==> src/rtl/tow_match_controller.sv <==
// Tug-of-war match referee: countdown, play, round hold and match end sequencing,
// round scoring and difficulty latching for the light-field datapath.
module tow_match_controller #(
    parameter int ROUNDS_TO_WIN   = 3,
    parameter int COUNTDOWN_TICKS = 3,
    parameter int HOLD_TICKS      = 2,
    parameter int CNT_W           = 4,
    parameter int SCORE_W         = 4
) (
    input  logic               clk,
    input  logic               reset,
    input  logic               CE,
    input  logic               start,
    input  logic               abort,
    input  logic               win_l,
    input  logic               win_r,
    input  logic [8:0]         diff_sel,
    output logic               play_en,
    output logic               field_clr,
    output logic [8:0]         diff_q,
    output logic [CNT_W-1:0]   countdown,
    output logic [SCORE_W-1:0] score_l,
    output logic [SCORE_W-1:0] score_r,
    output logic               match_over,
    output logic [1:0]         winner,
    output logic [2:0]         state
);
    typedef enum logic [2:0] {
        S_IDLE      = 3'd0,
        S_COUNTDOWN = 3'd1,
        S_PLAY      = 3'd2,
        S_ROUND_END = 3'd3,
        S_MATCH_END = 3'd4
    } state_t;

    localparam logic [CNT_W-1:0]   CD_LD   = CNT_W'(COUNTDOWN_TICKS);
    localparam logic [CNT_W-1:0]   HOLD_LD = CNT_W'(HOLD_TICKS);
    localparam logic [SCORE_W-1:0] WIN_SC  = SCORE_W'(ROUNDS_TO_WIN);

    state_t             state_q, state_d;
    logic [CNT_W-1:0]   cnt_q, cnt_d;
    logic [SCORE_W-1:0] sl_q, sl_d, sr_q, sr_d;
    logic [1:0]         win_q, win_d;
    logic [8:0]         diff_d;
    logic               fc_q, fc_d;

    always_ff @(posedge clk or posedge reset) begin
        if (reset) begin
            state_q <= S_IDLE;
            cnt_q   <= '0;
            sl_q    <= '0;
            sr_q    <= '0;
            win_q   <= 2'b00;
            diff_q  <= '0;
            fc_q    <= 1'b0;
        end else begin
            state_q <= state_d;
            cnt_q   <= cnt_d;
            sl_q    <= sl_d;
            sr_q    <= sr_d;
            win_q   <= win_d;
            diff_q  <= diff_d;
            fc_q    <= fc_d;
        end
    end

    always_comb begin
        state_d = state_q;
        cnt_d   = cnt_q;
        sl_d    = sl_q;
        sr_d    = sr_q;
        win_d   = win_q;
        diff_d  = diff_q;
        if (abort && state_q != S_IDLE) begin
            state_d = S_IDLE;
            cnt_d   = '0;
            sl_d    = '0;
            sr_d    = '0;
            win_d   = 2'b00;
        end else begin
            case (state_q)
                S_IDLE, S_MATCH_END: begin
                    if (start) begin
                        diff_d  = diff_sel;
                        sl_d    = '0;
                        sr_d    = '0;
                        win_d   = 2'b00;
                        cnt_d   = CD_LD;
                        state_d = S_COUNTDOWN;
                    end
                end
                S_COUNTDOWN: begin
                    if (CE && cnt_q != '0) begin
                        cnt_d = cnt_q - 1'b1;
                        if (cnt_q == 1) state_d = S_PLAY;
                    end
                end
                S_PLAY: begin
                    // A simultaneous win on both sides is a tie: hold, no score.
                    if (win_l && !win_r) begin
                        sl_d = sl_q + 1'b1;
                        if (sl_d == WIN_SC) begin
                            state_d = S_MATCH_END;
                            win_d   = 2'b10;
                            cnt_d   = '0;
                        end else begin
                            state_d = S_ROUND_END;
                            cnt_d   = HOLD_LD;
                        end
                    end else if (win_r && !win_l) begin
                        sr_d = sr_q + 1'b1;
                        if (sr_d == WIN_SC) begin
                            state_d = S_MATCH_END;
                            win_d   = 2'b01;
                            cnt_d   = '0;
                        end else begin
                            state_d = S_ROUND_END;
                            cnt_d   = HOLD_LD;
                        end
                    end else if (win_l && win_r) begin
                        state_d = S_ROUND_END;
                        cnt_d   = HOLD_LD;
                    end
                end
                S_ROUND_END: begin
                    if (CE) begin
                        if (cnt_q <= 1) begin
                            cnt_d   = CD_LD;
                            state_d = S_COUNTDOWN;
                        end else begin
                            cnt_d = cnt_q - 1'b1;
                        end
                    end
                end
                default: state_d = S_IDLE;
            endcase
        end
        // Suppressed when the previous clk already pulsed, so an abort right
        // after entering COUNTDOWN cannot produce a two-clk clear.
        fc_d = (state_d != state_q) && (state_d == S_COUNTDOWN || state_d == S_IDLE) && !fc_q;
    end

    assign play_en    = (state_q == S_PLAY);
    assign match_over = (state_q == S_MATCH_END);
    assign countdown  = (state_q == S_COUNTDOWN) ? cnt_q : '0;
    assign field_clr  = fc_q;
    assign score_l    = sl_q;
    assign score_r    = sr_q;
    assign winner     = win_q;
    assign state      = state_q;
endmodule

==> config.mk <==
export PLATFORM = sky130hd
export DESIGN_NAME = tow_match_controller
export DESIGN_NICKNAME = d
export VERILOG_FILES = /design/src/rtl/tow_match_controller.sv
export SDC_FILE = /design/constraint.sdc
export NUM_CORES = 1
export LEC_CHECK = 0
export BUFFER_PORTS_ARGS = -buffer_cell sky130_fd_sc_hd__buf_2
export CAP_MARGIN = 20
export CORE_AREA = 2 2 90 49
export CTS_BUF_LIST = sky130_fd_sc_hd__clkbuf_4 sky130_fd_sc_hd__clkbuf_8 sky130_fd_sc_hd__clkbuf_16
export DETAILED_ROUTE_END_ITERATION = 7
export DIE_AREA = 0 0 92 51
export PLACE_DENSITY = 0.78
export SETUP_SLACK_MARGIN = 0.1
export SLEW_MARGIN = 20
export SYNTH_ARGS = -nofsm -noshare
export SYNTH_HDL_FRONTEND = slang
export SYNTH_SLANG_ARGS = --single-unit
==> constraint.sdc <==
create_clock -name clk -period 1.98 [get_ports clk]
set_clock_uncertainty 0.15 [all_clocks]
set_input_delay 0.297 -clock clk [delete_from_list [all_inputs] [get_ports clk]]
set_output_delay 0.297 -clock clk [all_outputs]
set_load 0.03 [all_outputs]
== After elaboration in Yosys (flattened, before gate mapping) ==
Cells that the tools add are included.

* Input bits: 16
* Register bits: 27
* Word-level logic and storage cells: 93
* Output and inout bits: 29

* Eq/ne operators: 19
* Multiplexer cells: 39
* Reduce and logical (&&, ||, !) cells: 23
* $add $sub $neg: 3
* Bitwise logic cells: 1
* Magnitude comparators: 1

{| class="wikitable"
|+ Operators by type and width
! kind !! number
|-
| two-way mux 4 bit || 15
|-
| two-way mux 3 bit || 11
|-
| two-way mux 2 bit || 8
|-
| one-hot mux 4 bit (2 select lines) || 2
|-
| one-hot mux 4 bit (4 select lines) || 1
|-
| inequality test 3 bit (second input constant) || 4
|-
| one-hot mux 3 bit (4 select lines) || 1
|-
| AND reduction 5 bit || 2
|-
| adder 4 x 1 -> 4 bit (second input constant) || 2
|-
| == test 4 x 2 -> 1 bit (second input constant) || 2
|-
| inequality test 4 x 1 -> 1 bit (second input constant) || 2
|-
| logical AND 1 bit || 7
|-
| == test 3 x 1 -> 1 bit (second input constant) || 2
|-
| == test 3 x 2 -> 1 bit (second input constant) || 2
|-
| zero test 3 bit || 2
|-
| inequality test 3 x 1 -> 1 bit (second input constant) || 2
|-
| AND reduction 3 bit || 2
|-
| nonzero test 3 bit || 2
|-
| inequality test 5 x 1 -> 1 bit (second input constant) || 1
|-
| nonzero test 5 bit || 1
|-
| == test 4 x 1 -> 1 bit (second input constant) || 1
|-
| <= comparator 4 x 1 -> 1 bit (second input constant) || 1
|-
| inequality test 4 x 3 -> 1 bit (second input constant) || 1
|-
| one-hot mux 2 bit (2 select lines) || 1
|-
| other kinds (9) || 11
|}

== Depth between registers and ports, before layout ==
* Depth after elaboration: 11
* Gate-level depth with buffers: 8
* Depth with buffers taken out: 7

== Least setup slack after synthesis ==
No wires, ideal clock.

* Path type: reg2out
* From: reg state_q[2] (netlist: state[2])
* To: out countdown[0]
* Buffers on the path: 1
* Setup slack: -70 ps
* Arrival time: 1,603 ps
* Data required time: 1,533 ps
* Cell stages (with the launch flop): 4
* Cells stage by stage: dfrtp_1 buf_2 nand2b_1 nor3_1

* Word-level cells in the longest chain between the ends: 2

{| class="wikitable"
|+ Ends and longest elaborated chain
! what !! line !! text
|-
| start: declaration || 40 || <nowiki>state_t state_q, state_d;</nowiki>
|-
| start signal: assignment || 57 || <nowiki>state_q <= state_d;</nowiki>
|-
| == test 3 x 1 -> 1 bit || 145 || <nowiki>assign countdown = (state_q == S_COUNTDOWN) ? cnt_q : '0;</nowiki>
|-
| two-way mux 4 bit || 145 ||
|-
| end: declaration || 21 || <nowiki>output logic [CNT_W-1:0] countdown,</nowiki>
|}

Every way passes these cells.

== Final worst setup path ==
* From: reg cnt_q[1]
* To: reg cnt_q[1]

* Word-level cells in the longest chain between the ends: 5
* Elaborated cells between the ends (all ways): 11
* Classes of those cells: add/sub: 1; order compare: 1; eq/ne: 1; mux: 5; reduce/logical: 3

{| class="wikitable"
|+ Ends and longest elaborated chain
! what !! line !! text
|-
| start: declaration || 41 || <nowiki>logic [CNT_W-1:0] cnt_q, cnt_d;</nowiki>
|-
| start signal: assignment || 58 || <nowiki>cnt_q <= cnt_d;</nowiki>
|-
| subtractor 4 x 1 -> 4 bit / <= comparator 4 x 1 -> 1 bit (equally long branches) || 94, 131, 127 ||
|-
| two-way mux 4 bit || 127 || <nowiki>if (cnt_q <= 1) begin</nowiki>
|-
| two-way mux 4 bit || 126 || <nowiki>if (CE) begin</nowiki>
|-
| one-hot mux 4 bit (4 select lines) || 81 || <nowiki>case (state_q)</nowiki>
|-
| two-way mux 4 bit || 74 || <nowiki>if (abort && state_q != S_IDLE) begin</nowiki>
|}

Several ways; a longest one is shown, not always the timed one. The select of a mux whose other input is x is not followed.
A chain may end at the register's enable or synchronous reset.

==> results.toml <==
[status]
status = "complete, no violations"

[layout]
utilization_pct = 54.06
instances_no_fill = 290
area_delta_synth_final_pct = 30.30
drive_above_1_share_pct = 38.20
diodes = 0
fin_nets = 260

[cts]
cts_made_buffers = 3
cts_root_buffer = "clkbuf_8"
cts_tree = "done"
cts_max_path_buffers = 2
clkLatencyLatePin_ps = 280
cts.reportedPaths.clkPinSlew_ps = 100
clock-sinks = 27
htreeDepth = 1

[worst_setup_path]
cp.arrival_ps = 1920
reg2reg_setup_slack_ps = 60
crit_fanout = 7
rr_startpoint = "cnt_q[1]$_DFFE_PP0P_"
endpoint_kind = "flip-flop"
critPathLaunch = "cnt_q[1]$_DFFE_PP0P_"
crit_required_ps = 1980
startpoint_type = "flip-flop"
worstSetupPathType = "reg -> reg"
rr_endpoint = "cnt_q[1]$_DFFE_PP0P_"
cp-endpoint = "cnt_q[1]$_DFFE_PP0P_"
reg2regPathDepth = 7

[logic_synthesis]
syn-cell-area_mm2 = 0.001677
syn_nets = 202
ys_seq_area_share_pct = 40.30
synth_area_leaders = "dfrtp_1 40%, ha_1 7.5%, mux2_1 6.0%"
synthTopCellsByCount = "27 x dfrtp_1, 20 x o21ai_1, 17 x nor2_1, 10 x ha_1"
synthFlopType = "dfrtp_1"
yosysUniqueCellTypes = 51
synth_area_leader_cell = "dfrtp_1"
synth_top_cell_area_share_pct = 40.30
syn-mean-instance-area_um2 = 9.526
synthCells = 176
yosysMostFrequentCell = "dfrtp_1"
yosys_warnings = 0
async_reset_ff_share_pct = 100.0
synth-edff-count = 0
ys_ff_latch = 27

[detailed_routing]
drt_iter0_markers = 193
vias = 1622
dr_wl_met2_um = 1842
drt-vias-per-instance = 5.593
dr.pass1.iters = 5
drcViolationCount = 0
routed-wl-met3_um = 386
wl_per_cell_um = 15.17
wl_met1_um = 2126
wirelength_um = 4400
top_layer = "met4"
ant_nets = 0

[pwr]
ir_drop_mv = 0.3194
static-leakage-power_nw = 1.035
finalPower_w = 0.002274
power.density_mw_per_mm2 = 1041

[sta]
grt_setup_unrepaired = "yes"
max_freq_mhz = 519.9
slew_viol_final = 0
period_needed_ps = 1923
slew_headroom_pct = 65.02
hold_viol = 0
period_share_pct = 97.14
tightest_slew_ps = 518.0
setup_violations = 0

[floorplan]
ios = 45
die_w_um = 92
design.core.area_mm2 = 0.004041
std_cell_rows = 17
dieArea_mm2 = 0.004692
fp.dieH_um = 51
initial_utilization_pct = 41.49

[grt]
grt_pass1_wl_um = 6617
grtUsageTotal_pct = 18.03
grt_pass1_vias = 1341
antenna_found_initial = 0
grt.overflow.total = 0
grt_max_degree = 28

[run]
cap_violations = 0

[place]
dp.cells = 280
gp_congestion = 0.8831
portBuffers = 44
place_hpwl_um = 3103

[worst_hold_path]
hp-class = "in -> reg"
[layer usage]
metal / GRT usage [%] / vias to the layer above
li1: - / 764
met1: 26.86 / 754
met2: 26.84 / 96
met3: 5.015 / 8
met4: 2.239 / 0
met5: 0 / -
[flip-flops by register name, summed over array words and instances, names as in the netlist]
register   flops
cnt_q          4
diff_q         9
field_clr      1
score_l        4
score_r        4
state          3
winner         2
[kinds of logic (layout without fill, tap and decap cells)]
logic type	Yosys count	in the layout	synth area share, %
AO/OA/AOI/OAI	54	54	21.72
XOR/XNOR	1	1	0.5225
adder cells (fa/ha/maj)	10	10	7.463
buffers and inverters	15	72	4.402
flip-flops	27	27	40.30
multiplexers	9	9	6.045
AND/OR/NAND/NOR	60	60	19.55
[what timing repair did]
action | in CTS | in global routing
cloned | 0 | 0
hold buffers | 1 | 0
setup buffers | 2 | 3
endpoints found under the hold margin | 27 | 0
gates resized for setup | 7 | 19
pin swaps | 1 | 4
endpoints found under the setup margin | 9 | 21
[cell type report]
cell class | instances | area [um2]
clock buffer | 3 | 41.29
clock inverter | 1 | 7.507
fill | 368 | 1857
inverter | 9 | 33.78
multi-input combinational | 134 | 1008
sequential | 27 | 681.9
tap | 57 | 71.32
timing repair buffer | 59 | 340.3
[power by group]
part / internal [W] / switching (W)
clock network: 0.000143 / 0.000181
registers: 0.000689 / 0.0000998
logic: 0.000423 / 0.000737
total: 0.00126 / 0.00102
[placed cells by master, fill, tap and decap left out, types with 3 or more instances in the layout]
master,instances
ha_1,7
o21ai_1,20
mux2_1,9
dfrtp_2,5
buf_4,16
nor3_1,3
nand3_1,3
clkbuf_8,3
inv_1,6
nor2_1,15
nand2b_1,4
nor2_2,3
nand2_1,9
a21oi_1,9
buf_2,42
inv_2,3
dfrtp_1,22
[worst min-delay path by stage]
stage                 from                     end  slack [ps]  depth (start not counted)
2_1_floorplan        reset    cnt_q[0]$_DFFE_PP0P_         200                          1
3_3_place_gp         reset  score_l[1]$_DFFE_PP0P_         220                          3
3_5_place_dp         reset  score_l[1]$_DFFE_PP0P_         220                          3
4_1_cts        diff_sel[2]   diff_q[2]$_DFFE_PP0P_          80                          2
5_1_grt        diff_sel[2]   diff_q[2]$_DFFE_PP0P_          80                          2
6_report       diff_sel[2]   diff_q[2]$_DFFE_PP0P_          80                          2
[stage by stage]
stage / instance area, um2 / hold WS [ps] / TNS, ps / setup WS (ps)
floorplan: 1678 / 199.6 / -140.9 / -70.44
global placement: 1997 / 216.5 / 0 / 112.3
detailed placement: 1997 / 222.9 / 0 / 66.39
CTS: 2092 / 83.22 / 0 / 103.1
global route: 2185 / 77.53 / -23.07 / -17.61
finish: 2185 / 79.93 / 0 / 56.67
[worst max-delay path, cell delays in order, from the launching register on]
cell	delay [ps]
dfrtp_1	430
inv_2	120
ha_4	130
or4b_4	460
a21oi_4	190
a31oi_4	80
nor2_1	150
a31oi_1	70
Note: power is estimated with default switching activity, not from simulation.
